--- src/rtl/spi_slave_rx.sv ---
// SPI slave receiver: synchronises sclk/mosi/ss into clk, samples mosi on sclk
// falling edges, and queues completed words in a first-word-fall-through FIFO.
module spi_slave_rx #(
    parameter int DATA_W      = 8,
    parameter int SYNC_STAGES = 2,
    parameter int FIFO_DEPTH  = 4
) (
    input  logic                             clk,
    input  logic                             rst_n,
    input  logic                             sclk,
    input  logic                             mosi,
    input  logic                             ss,
    output logic [DATA_W-1:0]                rx_data,
    output logic                             rx_valid,
    input  logic                             rx_ready,
    output logic [$clog2(FIFO_DEPTH+1)-1:0]  rx_level,
    output logic                             busy,
    output logic                             frame_err,
    output logic                             overflow,
    input  logic                             ovf_clr
);

    localparam int CNT_W = $clog2(DATA_W);
    localparam int PTR_W = $clog2(FIFO_DEPTH);
    localparam int LVL_W = $clog2(FIFO_DEPTH+1);

    typedef enum logic {IDLE, SHIFT} state_t;

    logic [SYNC_STAGES-1:0] sclk_sync_q, mosi_sync_q, ss_sync_q;
    logic                   sclk_d_q;
    logic                   sclk_s, mosi_s, ss_s, fall;

    state_t                 state_q, state_d;
    logic [CNT_W-1:0]       bit_cnt_q, bit_cnt_d;
    logic [DATA_W-1:0]      shreg_q, shreg_d;
    logic [DATA_W-1:0]      word;
    logic                   push, last_bit;
    logic                   frame_err_q, frame_err_d;

    logic [DATA_W-1:0]      mem_q [FIFO_DEPTH];
    logic [PTR_W-1:0]       wptr_q, rptr_q;
    logic [LVL_W-1:0]       count_q, count_d;
    logic                   overflow_q, overflow_d;
    logic                   pop, full, wr, drop;

    // Synchronisers reset to the bus idle levels so reset never fakes an edge.
    always_ff @(posedge clk) begin
        if (!rst_n) begin
            sclk_sync_q <= '0;
            mosi_sync_q <= '0;
            ss_sync_q   <= '1;
            sclk_d_q    <= 1'b0;
        end else begin
            sclk_sync_q <= {sclk_sync_q[SYNC_STAGES-2:0], sclk};
            mosi_sync_q <= {mosi_sync_q[SYNC_STAGES-2:0], mosi};
            ss_sync_q   <= {ss_sync_q[SYNC_STAGES-2:0], ss};
            sclk_d_q    <= sclk_s;
        end
    end

    assign sclk_s = sclk_sync_q[SYNC_STAGES-1];
    assign mosi_s = mosi_sync_q[SYNC_STAGES-1];
    assign ss_s   = ss_sync_q[SYNC_STAGES-1];
    assign fall   = sclk_d_q & ~sclk_s;

    assign word     = {shreg_q[DATA_W-2:0], mosi_s};
    assign last_bit = fall && (bit_cnt_q == CNT_W'(DATA_W-1));

    always_comb begin
        state_d     = state_q;
        bit_cnt_d   = bit_cnt_q;
        shreg_d     = shreg_q;
        push        = 1'b0;
        frame_err_d = 1'b0;
        case (state_q)
            IDLE: begin
                if (!ss_s) begin
                    state_d   = SHIFT;
                    bit_cnt_d = '0;
                    shreg_d   = '0;
                end
            end
            SHIFT: begin
                if (fall) begin
                    shreg_d   = word;
                    bit_cnt_d = last_bit ? '0 : bit_cnt_q + 1'b1;
                    push      = last_bit;
                end
                // A word completing on the same cycle ss rises is still good.
                if (ss_s) begin
                    state_d     = IDLE;
                    bit_cnt_d   = '0;
                    shreg_d     = '0;
                    frame_err_d = !last_bit && (fall || bit_cnt_q != '0);
                end
            end
            default: state_d = IDLE;
        endcase
    end

    always_ff @(posedge clk) begin
        if (!rst_n) begin
            state_q     <= IDLE;
            bit_cnt_q   <= '0;
            shreg_q     <= '0;
            frame_err_q <= 1'b0;
        end else begin
            state_q     <= state_d;
            bit_cnt_q   <= bit_cnt_d;
            shreg_q     <= shreg_d;
            frame_err_q <= frame_err_d;
        end
    end

    assign pop  = (count_q != '0) && rx_ready;
    assign full = (count_q == LVL_W'(FIFO_DEPTH));
    assign wr   = push && (!full || pop);
    assign drop = push && full && !pop;

    always_comb begin
        count_d = count_q;
        if (wr && !pop)      count_d = count_q + 1'b1;
        else if (!wr && pop) count_d = count_q - 1'b1;
        overflow_d = overflow_q;
        if (ovf_clr)   overflow_d = 1'b0;
        else if (drop) overflow_d = 1'b1;
    end

    always_ff @(posedge clk) begin
        if (!rst_n) begin
            wptr_q     <= '0;
            rptr_q     <= '0;
            count_q    <= '0;
            overflow_q <= 1'b0;
        end else begin
            if (wr)  wptr_q <= wptr_q + 1'b1;
            if (pop) rptr_q <= rptr_q + 1'b1;
            count_q    <= count_d;
            overflow_q <= overflow_d;
        end
    end

    always_ff @(posedge clk) begin
        if (wr) mem_q[wptr_q] <= word;
    end

    assign rx_valid  = (count_q != '0);
    assign rx_data   = rx_valid ? mem_q[rptr_q] : '0;
    assign rx_level  = count_q;
    assign busy      = (state_q == SHIFT);
    assign frame_err = frame_err_q;
    assign overflow  = overflow_q;

endmodule

--- config.mk ---
export PLATFORM = sky130hd
export DESIGN_NAME = spi_slave_rx
export DESIGN_NICKNAME = d
export VERILOG_FILES = /design/src/rtl/spi_slave_rx.sv
export SDC_FILE = /design/constraint.sdc
export NUM_CORES = 1
export LEC_CHECK = 0
export CAP_MARGIN = 20
export CORE_ASPECT_RATIO = 2
export CORE_MARGIN = 4
export CORE_UTILIZATION = 23
export CTS_BUF_LIST = sky130_fd_sc_hd__clkbuf_8
export DETAILED_ROUTE_END_ITERATION = 6
export GPL_TIMING_DRIVEN = 0
export PLACE_DENSITY_LB_ADDON = 0.05
export SLEW_MARGIN = 20
export SYNTH_ARGS = -nofsm -noshare
export SYNTH_HDL_FRONTEND = slang
export SYNTH_SLANG_ARGS = --single-unit
--- constraint.sdc ---
create_clock -name clk -period 4.4 [get_ports clk]
set_input_delay 0.44 -clock clk [delete_from_list [all_inputs] [get_ports clk]]
set_output_delay 0.44 -clock clk [all_outputs]
set_load 0.02 [all_outputs]
After elaboration in Yosys (flattened, before gate mapping)
Memory sizes are Yosys's and may differ from the RTL's. A register that Yosys moved wholly into a read port is not among the register bits. Index checks and enable logic that the tools add are counted.

Bits in registers: 27. Bits in latches: 0. Memory bits (writable): 32. Memory bits (read-only): 0. Word-level logic and storage cells: 65. Memories kept: 1.

$add $sub $neg: 5. $mul: 0. Divide/modulo/power cells: 0. $lt $le $gt $ge: 0. Equality and inequality tests: 4. Shift-type cells: 0. Muxes and demuxes: 19. Bitwise operators: 4. Reduce and logical (&&, ||, !) cells: 20.

Memories: mem_q (depth 4, bits a word 8, read ports 1, clocked after memory_dff 1, write ports 1, line 40) `logic [DATA_W-1:0] mem_q [FIFO_DEPTH];`.

Operators with widths (count): $mux W7 (3); $mux W3 (6); $pmux W7 S2 (1); $logic_and A1 B1 Y1 (8); $mux W8 (1); $add A3 B1 Y3 const B (2); $eq A3 B3 Y1 const B (2); $pmux W3 S2 (1); $reduce_bool A3 Y1 (2); $mux W1 (5); $add A2 B1 Y2 const B (2); $logic_not A1 Y1 (4); $mux W2 (2); $ne A3 B3 Y1 const B (1); $not A1 Y1 (3); $reduce_and A3 Y1 (1); $sub A3 B1 Y3 const B (1); $logic_or A1 B1 Y1 (2); $ne A2 B2 Y1 const B (1); $reduce_and A2 Y1 (1); $reduce_bool A2 Y1 (1); $reduce_or A2 Y1 (1); $and A1 B1 Y1 (1).

Depth between registers and ports, before layout
Word-level depth: 10. Mapped depth: 10.

Worst setup path after synthesis
No wires, ideal clock.

Path type: register -> register. Start point: register count_q[0], in the netlist rx_level[0]. End point: register count_q[2], in the netlist rx_level[2]. Setup time: 0.076 ns. Arrival: 2.201 ns. Required time: 4.324 ns. Slack: 2.124 ns. Cell stages (with the launch flop): 10. Path buffers: 1. Cells stage by stage: dfxtp_1 -> nor4b_2 -> and4b_1 -> buf_6 -> ha_1 -> inv_1 -> fa_1 -> xor2_1 -> or3_1 -> a21boi_0.

Longest elaborated chain between the ends: 7.

Ends and longest elaborated chain: from (decl) (line 42) `logic [LVL_W-1:0] count_q, count_d;`; from (signal assigned) (line 138) `count_q <= count_d;`; $eq A3 B3 Y1 or $reduce_bool A3 Y1 (tied branches) (line 116, 115); $logic_not A1 Y1 or $logic_and A1 B1 Y1 (tied branches) (line 117, 115); $logic_or A1 B1 Y1 (*) (line 117) `assign wr = push && (!full || pop);`; $logic_and A1 B1 Y1 (*) (line 117); net wr (line 44) `logic pop, full, wr, drop;`; $logic_not A1 Y1 (line 123) `else if (!wr && pop) count_d = count_q - 1'b1;`; $logic_and A1 B1 Y1 (line 123); $reduce_bool A2 Y1 (no line).

The timed path passes the listed nets; every way through them passes the cells marked *. The select of a mux whose other input is x is not followed. A chain may end at the register's enable or synchronous reset.

Worst setup path after layout
Start point: register count_q[0], in the netlist rx_level[0]. End point: output rx_data[0].

Longest elaborated chain between the ends: 2.

Ends and longest elaborated chain: $reduce_bool A3 Y1 (line 147) `assign rx_valid = (count_q != '0);`; $mux W8 (line 148) `assign rx_data = rx_valid ? mem_q[rptr_q] : '0;`; to (decl) (line 13) `output logic [DATA_W-1:0] rx_data,`.

Every way passes these cells.

==> results.py <==
metrics = {
    "run_status": {
        "status": "completed",
    },
    "grt": {
        "grt_antenna_before_repair": 0,
        "grt_pass1_wl_mm": 7.95,
        "grt_pass1_vias": 1497,
        "grt_usage_pct": 8.95,
        "grt_start_max_net_pins": 12,
        "grt-ovfl-total": 0,
    },
    "timing": {
        "finalClockSkew_ps": 6.54,
        "setup-tns-final_ps": 0,
        "post-route-period-util_pct": 61.7,
        "setup_viol": 0,
        "tightest_slew_ps": 580,
        "fmaxAchievable_mhz": 368,
        "drv_slew": 0,
        "finalCriticalPeriod_ps": 2710,
        "hold_viol": 0,
        "rsz0062_at_grt": "no",
        "slew_headroom_pct": 61.3,
    },
    "critical_path": {
        "reg2reg_from": "bit_cnt_q[1]$_SDFFE_PN0P_",
        "arrival_ps": 2270,
        "critical_path.startpoint": "rx_level[0]$_SDFFE_PN0P_",
        "cp.depth": 4,
        "worst_ep_required_time_ps": 3960,
        "reg2reg_setup_slack_ps": 1870,
        "cp-endpoint": "rx_data[0]",
        "critical_path.max_fanout": 10,
        "cp_cell_sequence": "nor3_1 > clkbuf_1 > and2b_1 > clkdlybuf4s50_1",
        "start_kind": "register",
        "crit_slowest_cell": "clkdlybuf4s50_1",
        "rr_worst_depth": 10,
        "critPathMaxStageDelay_ps": 530,
        "timing.critical_path.max_delay_family": "buffers and inverters",
        "r2r-end": "rx_level[2]$_SDFFE_PN0P_",
        "path_buf_inv": 2,
        "critPathKind": "register to output pin",
        "cp-end-kind": "output pin",
    },
    "power": {
        "power_density_mw_per_mm2": 378,
        "power_uw": 1130,
        "p_leak_uw": 0.00105,
        "peakVddDrop_mv": 0.136,
    },
    "route": {
        "dr.first_iter.drc_count": 86,
        "drc_errors": 0,
        "firstDrtPassIters": 3,
        "via_per_inst": 4.12,
        "routed_wl_mm": 4.99,
        "via_count": 1423,
        "ant_nets": 0,
        "wire_per_inst_um": 14.5,
    },
    "clocking": {
        "h-tree-depth": 3,
        "insertion_delay_ps": 330,
        "cts_repair_resize_count": 0,
        "cts.clk_slew.worst_paths_ps": 60,
        "cts_tree": "done",
        "clockBufferDepth": 2,
        "cts-root-buf": "clkbuf_8",
        "cts.sinks": 61,
        "cts_setup_buffers": 0,
        "hold_buffers": 0,
        "cts_made_buffers": 9,
    },
    "synthesis": {
        "syn_area_per_cell_um2": 13.9,
        "yosysSeqAreaShare_pct": 63.9,
        "syn-cell-area_mm2": 0.00241,
        "ys_types": 33,
        "synth_fp_nets": 189,
        "synth_common_cells": "edfxtp_1 (32), dfxtp_1 (29), nand2_1 (19), nor2b_1 (10), o22ai_1 (10)",
        "ys_seq_elements": 61,
        "synth.largest_area_cell": "edfxtp_1",
        "yosys_warnings": 0,
        "synthCells": 173,
        "async_flop_share_pct": 0,
        "synth_flop_cell": "edfxtp_1",
        "yosysTopAreaCellShare_pct": 39.9,
        "yosys-top-cells-area": "edfxtp_1 (40%), dfxtp_1 (24%), mux4_2 (7.5%)",
        "synth_enable_flop_cells": 32,
        "synth.most_common_cell": "edfxtp_1",
    },
    "die": {
        "initial_core_util_pct": 23.6,
        "core_area_mm2": 0.0102,
        "die_area_mm2": 0.0123,
        "die_h_um": 153,
        "ioPinCount": 22,
        "rows": 52,
        "fp.dieW_um": 80.4,
    },
    "cells_and_area": {
        "n_antenna_cell": 0,
        "syn_to_final_growth_pct": 24.3,
        "n_fill_cell": 1041,
        "drive_above_1_share_pct": 14.8,
        "nets": 221,
    },
    "min_path": {
        "hold_path_class": "register to register",
        "min_path_cells": 1,
    },
    "placement": {
        "io_buffers": 21,
        "hpwl_mm": 3.74,
        "place_congestion": 0.664,
    },
    "flow_run": {
        "max_cap_violations": 0,
    },
}
-- how the worst min path moves through the flow --
| stage | startpoint | to | slack (ps) |
|---|---|---|---|
| 6_report | ss_sync_q[0]$_SDFF_PN1_ | ss_sync_q[1]$_SDFF_PN1_ | 420 |
| 3_5_place_dp | ss_sync_q[0]$_SDFF_PN1_ | ss_sync_q[1]$_SDFF_PN1_ | 400 |
| 5_1_grt | ss_sync_q[0]$_SDFF_PN1_ | ss_sync_q[1]$_SDFF_PN1_ | 460 |
| 2_1_floorplan | ss_sync_q[0]$_SDFF_PN1_ | ss_sync_q[1]$_SDFF_PN1_ | 390 |
| 3_3_place_gp | ss_sync_q[0]$_SDFF_PN1_ | ss_sync_q[1]$_SDFF_PN1_ | 400 |
| 4_1_cts | ss_sync_q[0]$_SDFF_PN1_ | ss_sync_q[1]$_SDFF_PN1_ | 420 |
-- where the power goes --
group / internal, uW / switching (uW) / total [uW] / leakage (uW)
clock network: 312 / 205 / 517 / 0.000109
registers: 596 / 1.79 / 598 / 0.000571
logic: 9.59 / 9.82 / 19.4 / 0.000374
-- cell type report --
cell class	instances	area [um^2]	area share [%]
Sequential cell	61	1540	51.4
Multi-Input combinational cell	97	802	26.8
Timing Repair Buffer	21	210	7.01
Tap cell	135	169	5.63
Clock buffer	9	124	4.13
Clock inverter	7	83.8	2.80
Buffer	9	45.0	1.50
Inverter	6	22.5	0.751
-- cell families (layout without fill, tap and decap cells) --
kind of cell,Yosys count,count (layout),share of synthesized area (%)
xor gates and xnor gates,3,3,1.09
DFF,61,61,63.9
buffers and inverters,15,52,2.80
AOI/OAI and AO/OA,18,18,4.93
and+or+nand+nor,56,56,13.5
muxes,11,11,8.72
adders and majority gates,9,9,4.98
-- cell usage in the layout, fill, tap and decap left out, types with 2 or more instances in the layout --
master / n
edfxtp_1: 32
dfxtp_1: 29
clkdlybuf4s50_1: 21
nand2_1: 19
nor2b_1: 10
o22ai_1: 10
clkbuf_8: 9
inv_1: 8
mux4_2: 8
and2_1: 8
ha_1: 8
clkbuf_1: 5
and2_2: 4
nand2b_1: 4
buf_2: 3
mux2i_1: 3
xnor2_1: 2
nor3b_1: 2
o21ai_0: 2
or3_1: 2
a21boi_0: 2
bufinv_16: 2
-- routing by layer --
metal  global-route usage [%]  vias up  wire, um
li1                         -      683         -
met1                     8.40      702      1810
met2                     16.6       29      2870
met3                     2.78        9       178
met4                     4.59        0       127
met5                        0        -         0
-- registers in the layout (all words and copies together), names as in the netlist, named ones only --
| register | count |
|---|---|
| shreg_q | 7 |
| rx_level | 3 |
| busy | 1 |
| mosi_sync_q | 2 |
| bit_cnt_q | 3 |
| sclk_d_q | 1 |
| rptr_q | 2 |
| sclk_sync_q | 2 |
| mem_q | 32 |
| ss_sync_q | 2 |
| overflow | 1 |
| frame_err | 1 |
| wptr_q | 2 |
-- stage by stage --
step                instance area (um^2)  utilization, %  instances  setup WS [ps]  hold WS [ps]
floorplan                           2410               -        173           2120           386
global placement                    2790            27.3        329           1610           398
detailed placement                  2790            27.3        329           1520           401
CTS                                 3000            29.3        345           1570           421
global route                        3000            29.3        345           1550           457
finish                              3000            29.3        345           1690           417
(Power assumes the default switching activity.)
